<file path="config.mk">
export PLATFORM = sky130hd
export DESIGN_NAME = mem_port_arbiter
export DESIGN_NICKNAME = d
export VERILOG_FILES = /design/src/rtl/mem_port_arbiter.sv
export SDC_FILE = /design/constraint.sdc
export NUM_CORES = 1
export LEC_CHECK = 0
export ABC_CLOCK_PERIOD_IN_PS = 2200
export CORE_MARGIN = 2
export CORE_UTILIZATION = 42
export CTS_BUF_LIST = sky130_fd_sc_hd__clkbuf_8
export DETAILED_ROUTE_END_ITERATION = 12
export PLACE_DENSITY = 0.8
export SYNTH_ARGS = -nofsm -noshare
export SYNTH_HDL_FRONTEND = slang
export SYNTH_SLANG_ARGS = --single-unit
</file>
<file path="constraint.sdc">
create_clock -name clk -period 2.2 [get_ports clk]
set_clock_uncertainty 0.2 [all_clocks]
set_input_delay 0.33 -clock clk [delete_from_list [all_inputs] [get_ports clk]]
set_output_delay 0.33 -clock clk [all_outputs]
set_load 0.05 [all_outputs]
</file>
<file path="src/rtl/mem_port_arbiter.sv">
// Arbitrates one single-port memory between instruction fetch and load/store.
// Optional macro MEM_TIMEOUT_EN aborts a grant after TIMEOUT cycles without mem_ack.
module mem_port_arbiter #(
  parameter int AW      = 32,
  parameter int TIMEOUT = 16
) (
  input  logic          clk,
  input  logic          rst_n,
  input  logic          if_req,
  input  logic [AW-1:0] if_addr,
  output logic [31:0]   if_rdata,
  output logic          if_ready,
  input  logic          d_req,
  input  logic          d_we,
  input  logic [AW-1:0] d_addr,
  input  logic [31:0]   d_wdata,
  output logic [31:0]   d_rdata,
  output logic          d_ready,
  output logic          mem_req,
  output logic          mem_we,
  output logic [AW-1:0] mem_addr,
  output logic [31:0]   mem_wdata,
  input  logic [31:0]   mem_rdata,
  input  logic          mem_ack,
  output logic          busy,
  output logic          err
);

  typedef enum logic [1:0] {
    IDLE   = 2'd0,
    GNT_IF = 2'd1,
    GNT_D  = 2'd2,
    RESP   = 2'd3
  } state_t;

  state_t        state_reg, state_next;
  logic          mem_req_reg, mem_req_next;
  logic          mem_we_reg, mem_we_next;
  logic [AW-1:0] mem_addr_reg, mem_addr_next;
  logic [31:0]   mem_wdata_reg, mem_wdata_next;
  logic [31:0]   if_rdata_reg, if_rdata_next;
  logic [31:0]   d_rdata_reg, d_rdata_next;
  logic          if_ready_reg, if_ready_next;
  logic          d_ready_reg, d_ready_next;
  logic          busy_reg, busy_next;
  logic          timeout_hit;

  if (TIMEOUT < 2) begin : g_timeout_check
    $error("mem_port_arbiter: TIMEOUT must be >= 2");
  end

`ifdef MEM_TIMEOUT_EN
  localparam int CW = $clog2(TIMEOUT);

  logic [CW-1:0] tmo_cnt_reg, tmo_cnt_next;
  logic          err_reg, err_next;

  assign timeout_hit = (tmo_cnt_reg == CW'(TIMEOUT - 1));

  // Every grant is entered from IDLE, so clearing there restarts the count per access.
  always_comb begin
    tmo_cnt_next = tmo_cnt_reg;
    err_next     = 1'b0;
    if (state_reg == IDLE) begin
      tmo_cnt_next = '0;
    end else if ((state_reg == GNT_IF || state_reg == GNT_D) && !mem_ack) begin
      if (timeout_hit) err_next = 1'b1;
      else             tmo_cnt_next = tmo_cnt_reg + CW'(1);
    end
  end

  always_ff @(posedge clk or negedge rst_n) begin
    if (!rst_n) begin
      tmo_cnt_reg <= '0;
      err_reg     <= 1'b0;
    end else begin
      tmo_cnt_reg <= tmo_cnt_next;
      err_reg     <= err_next;
    end
  end

  assign err = err_reg;
`else
  assign timeout_hit = 1'b0;
  assign err         = 1'b0;
`endif

  always_comb begin
    state_next     = state_reg;
    mem_req_next   = mem_req_reg;
    mem_we_next    = mem_we_reg;
    mem_addr_next  = mem_addr_reg;
    mem_wdata_next = mem_wdata_reg;
    if_rdata_next  = if_rdata_reg;
    d_rdata_next   = d_rdata_reg;
    if_ready_next  = 1'b0;
    d_ready_next   = 1'b0;
    busy_next      = busy_reg;
    case (state_reg)
      IDLE: begin
        // Data access wins: it belongs to the instruction already fetched.
        if (d_req) begin
          state_next     = GNT_D;
          mem_req_next   = 1'b1;
          mem_we_next    = d_we;
          mem_addr_next  = d_addr;
          mem_wdata_next = d_wdata;
          busy_next      = 1'b1;
        end else if (if_req) begin
          state_next     = GNT_IF;
          mem_req_next   = 1'b1;
          mem_we_next    = 1'b0;
          mem_addr_next  = if_addr;
          busy_next      = 1'b1;
        end
      end
      GNT_IF, GNT_D: begin
        if (mem_ack) begin
          state_next   = RESP;
          mem_req_next = 1'b0;
          mem_we_next  = 1'b0;
          if (state_reg == GNT_IF) begin
            if_rdata_next = mem_rdata;
            if_ready_next = 1'b1;
          end else begin
            if (!mem_we_reg) d_rdata_next = mem_rdata;
            d_ready_next = 1'b1;
          end
        end else if (timeout_hit) begin
          state_next   = RESP;
          mem_req_next = 1'b0;
          mem_we_next  = 1'b0;
          if (state_reg == GNT_IF) if_ready_next = 1'b1;
          else                     d_ready_next  = 1'b1;
        end
      end
      RESP: begin
        state_next = IDLE;
        busy_next  = 1'b0;
      end
      default: begin
        state_next   = IDLE;
        mem_req_next = 1'b0;
        busy_next    = 1'b0;
      end
    endcase
  end

  always_ff @(posedge clk or negedge rst_n) begin
    if (!rst_n) begin
      state_reg     <= IDLE;
      mem_req_reg   <= 1'b0;
      mem_we_reg    <= 1'b0;
      mem_addr_reg  <= '0;
      mem_wdata_reg <= '0;
      if_rdata_reg  <= '0;
      d_rdata_reg   <= '0;
      if_ready_reg  <= 1'b0;
      d_ready_reg   <= 1'b0;
      busy_reg      <= 1'b0;
    end else begin
      state_reg     <= state_next;
      mem_req_reg   <= mem_req_next;
      mem_we_reg    <= mem_we_next;
      mem_addr_reg  <= mem_addr_next;
      mem_wdata_reg <= mem_wdata_next;
      if_rdata_reg  <= if_rdata_next;
      d_rdata_reg   <= d_rdata_next;
      if_ready_reg  <= if_ready_next;
      d_ready_reg   <= d_ready_next;
      busy_reg      <= busy_next;
    end
  end

  assign mem_req   = mem_req_reg;
  assign mem_we    = mem_we_reg;
  assign mem_addr  = mem_addr_reg;
  assign mem_wdata = mem_wdata_reg;
  assign if_rdata  = if_rdata_reg;
  assign d_rdata   = d_rdata_reg;
  assign if_ready  = if_ready_reg;
  assign d_ready   = d_ready_reg;
  assign busy      = busy_reg;

endmodule

</file>
Yosys cells after proc, flatten, opt, wreduce, memory -nomap -nowiden
Index checks and enable logic that the tools add are counted.

$add $sub $neg: 0. Multiply operators: 0. Div/mod/pow operators: 0. Order comparisons: 0. Eq/ne operators: 5. Shift-type cells: 0. Muxes and demuxes: 20. Bitwise logic cells: 2. Reductions and logical operators: 12.

Operator list (count): two-way mux 32 bit (2); two-way mux 1 bit (11); AND reduction 2 bit (4); two-way mux 2 bit (3); one-hot mux 1 bit (2 select lines) (3); one-hot mux 2 bit (3 select lines) (1); AND reduction 3 bit (2); nonzero test 2 bit (3); equality test 2 bit (second input constant) (2); AND reduction 4 bit (1); != test 3 bit (second input constant) (1); equality test 2 x 1 -> 1 bit (second input constant) (1); zero test 2 bit (1); != test 2 bit (second input constant) (1); inverter 1 bit (2); OR reduction 2 bit (1).

Bits in registers: 135. Latch bits: 0. RAM bits: 0. ROM bits: 0. Input bits: 134. Output and inout bits: 134. Logic and storage cells: 49. Memories: 0.

Logic depth before layout (Yosys ltp)
Gate-level depths: netlist of the first run.

Word-level depth: 4. Mapped depth: 7. Gate-level depth less buffers: 5.

Worst setup path after synthesis of the first run
No wires, ideal clock.

Kind: flip-flop to flip-flop. Start point: reg state_reg[0]. End point: reg d_rdata_reg[11] (netlist: d_rdata[11]). Arrival: 1573 ps. Data required time: 1875 ps. Slack: 302 ps. Cell stages (with the launch flop): 7. Path buffers: 1. Clock period less this slack: 1898 ps. Path through: dfrtp_1 > inv_1 > ha_1 > nand2_1 > nor3_4 > buf_6 > mux2_2.

Longest elaborated chain between the ends: 3. Elaborated cells between the ends (all ways): 5. Those cells by class: 2 x eq/ne; 1 x bitwise; 2 x reduce/logical.

Ends and longest elaborated chain: start, declared (line 36) `state_t state_reg, state_next;`; start signal, assigned (line 162) `state_reg <= state_next;`; equality test 2 x 1 -> 1 bit / equality test 2 bit (equally long branches) (line 99, 122); OR reduction 2 bit / inverter 1 bit (equally long branches); AND reduction 4 bit (no source line) *; end signal, assigned (line 168) `d_rdata_reg <= d_rdata_next;`; end, declared (line 42) `logic [31:0] d_rdata_reg, d_rdata_next;`.

Every way passes the cells marked *; elsewhere a longest branch is shown, timed or not. A chain may end at the register's enable or synchronous reset.

Worst setup path after layout of the first run
Start point: reg mem_addr_reg[22] (netlist: mem_addr[22]). End point: out mem_addr[22].

RTL lines: start, declared (line 39) `logic [AW-1:0] mem_addr_reg, mem_addr_next;`; start signal, assigned (line 165) `mem_addr_reg <= mem_addr_next;`; end, declared (line 21) `output logic [AW-1:0] mem_addr,`.

No word-level cell between the ends.

==> results of run 1 <==
[cells in the mapped netlist]
master / n
mux2_2: 92
o21ai_0: 35
nor2b_1: 1
dfrtp_1: 135
mux2i_1: 32
a31oi_1: 1
buf_6: 4
o2bb2ai_1: 2
clkbuf_1: 2
or3b_4: 1
buf_2: 14
o21ai_4: 1
ha_1: 4
a22o_1: 1
buf_4: 1
nand2_1: 38
inv_1: 6
nand2b_1: 1
nor2_1: 1
nor3_4: 1
conb_1: 1
mux2_1: 6
[cells by family (layout without fill, tap and decap cells)]
family                   Yosys count  after routing  share of synthesized area (%)
buffers and inverters             27            315                           2.82
other                              1              1                         0.0692
AO/OA/AOI/OAI                     40             40                           4.13
adder cells (fa/ha/maj)            4              4                          0.924
multiplexers                     130            130                           26.3
flip-flops                       135            135                           62.3
AND/OR/NAND/NOR                   43             43                           3.44
[area by class of cell]
class | instances | share of cell area, %
flip-flops and latches | 135 | 38.3
repair buffers | 277 | 32.7
multi-input cells | 218 | 21.6
clock buffers | 20 | 3.12
well taps | 172 | 2.44
clock inverters | 12 | 1.53
inverters | 6 | 0.256
[metal layers]
layer  track usage (%)  wire length (um)  vias to the layer above
li1                  -                 -                     1872
met1              23.2              5250                     1944
met2              36.1              7210                      187
met3              10.4              1360                       40
met4              11.3               536                        0
met5                 0                 0                        -
[worst max path at each step]
stage / from / to
global placement: mem_ack / d_rdata[27]
finish: mem_addr[22] / mem_addr[22]
CTS: if_rdata[15] / if_rdata[15]
detailed placement: state_reg[0] / d_rdata[14]
floorplan: state_reg[0] / d_rdata[11]
global route: mem_addr[22] / mem_addr[22]
[metrics by stage]
step	area, um^2	instances
after floorplan	5420	380
after global placement	8320	807
after detailed placement	8320	807
after CTS	8730	840
after global routing	8810	840
final	8810	840
[where the power goes]
part	internal (mW)	leakage, nW	total (mW)	switching (mW)
sequential	3.75	1.62	4.38	0.628
clock	1.19	0.220	2.07	0.880
combinational	3.52	2.27	9.67	6.15
total	8.45	4.10	16.1	7.66
[repair_timing]
action                                  CTS  global route
endpoints found under the setup margin    4            32
hold buffers                              1             0
gates resized for setup                   4            32
pin swaps                                 0             0
endpoints found under the hold margin   135             0
==> results.json, run 1 <==
{
  "die_area_um2": 13800,
  "holdCritStartpoint": "d_req",
  "setup_viol": 0,
  "yosysSeqAreaShare_pct": 62.3,
  "start_util_pct": 42.9,
  "ant_nets": 0,
  "drive_gt1_share_pct": 20.7,
  "final_cell_mix": "clkdlybuf4s50_1, dfrtp_1, mux2_2, nand2_1, o21ai_0",
  "yosys_register_bits": 135,
  "cts_root_buf": "clkbuf_8",
  "grt_pass1_wl_um": 23500,
  "period_needed_ns": 2.15,
  "io_buffers": 266,
  "ir_worst_vdd_uv": 1040,
  "fin_ws_ns": 0.0495,
  "finalMaxSlewViolations": 0,
  "netlist_area_um2": 5420,
  "antenna_found_initial": 0,
  "grt.overflow.total": 0,
  "pre_cts_slack_ns": 0.142,
  "tightest_slew_ns": 0.580,
  "clkLatencyLatePin_ns": 0.42,
  "status": "completed",
  "synth.avg_cell_area_um2": 14.3,
  "yosys_warnings": 0,
  "slew-limit-headroom_pct": 61.3,
  "r2r_start": "state_reg[0]",
  "vias": 4043,
  "track_usage_pct": 21.8,
  "drt_first_pass_iters": 5,
  "hold_violations": 0,
  "io-pin-count": 268,
  "viasPerCell": 4.81,
  "cts_made_buffers": 17,
  "clockBufferDepth": 2,
  "design.core.area_um2": 12600,
  "worstPathCellList": "clkdlybuf4s50_1",
  "pwr_density_cell_nw_per_um2": 1830,
  "syn_nets": 518,
  "reg2reg_to": "d_rdata[27]",
  "cp_max_fo": 2,
  "post_drt_wl_per_cell_um": 17.1,
  "p_leak_nw": 4.10,
  "drv_cap": 0,
  "totalWireLength_um": 14400,
  "tns_ns": 0,
  "fin_nets": 793,
  "multi_input_area_um2": 1900,
  "die_w_um": 118,
  "dp_hpwl_um": 10800,
  "crit_path_start_kind": "flop",
  "synth_top_cell_area_share_pct": 62.3,
  "diodes": 0,
  "worstSetupEndpointType": "output port",
  "reg2reg_depth": 6,
  "post-cts-setup-buffers": 0,
  "min_path_cells": 3,
  "ys_types": 22,
  "holdWs_ns": 0.128,
  "cts_sinks": 135,
  "grt_pass1_vias": 4489,
  "crit_family": "buffers and inverters",
  "area_growth_pct": 62.6,
  "finalCritPeriodShare_pct": 97.7,
  "die-height_um": 118,
  "path_depth": 1,
  "cp_slowest_cell": "clkdlybuf4s50_1",
  "synth_largest_area_cell": "dfrtp_1",
  "drtIter0Drc": 142,
  "worst_ep_required_time_ns": 1.67,
  "nFillCells": 927,
  "fmax_mhz": 465,
  "ff2ff_setup_slack_ns": 0.14,
  "htree_num_levels": 4,
  "seqCellArea_um2": 3380,
  "hold_class": "in2reg",
  "crit_type": "reg2out",
  "drc": 0,
  "slowest_delay_ns": 0.84,
  "yosys-top-cells-area": "dfrtp_1, mux2_2, mux2i_1",
  "p_total_mw": 16.1,
  "num_rows": 41,
  "layout_commonest_cell": "clkdlybuf4s50_1",
  "synthCells": 380,
  "holdPathEnd": "mem_we",
  "cp.arrival_ns": 1.62,
  "fin_util_pct": 69.8,
  "place_congestion": 0.803,
  "cp.buffers_inverters": 1,
  "cts_tree": "yes",
  "cts.reportedPaths.clkPinSlew_ns": 0.07,
  "grt_start_max_net_pins": 66
}
Power figures use the tool's default switching activity.
==> run 2, diff against run 1 <==
Settings changed: CTS_CLUSTER_DIAMETER from default to 60.
==> results of run 2 <==
No change in the layout: final DEF, timing and power equal those of run 1.
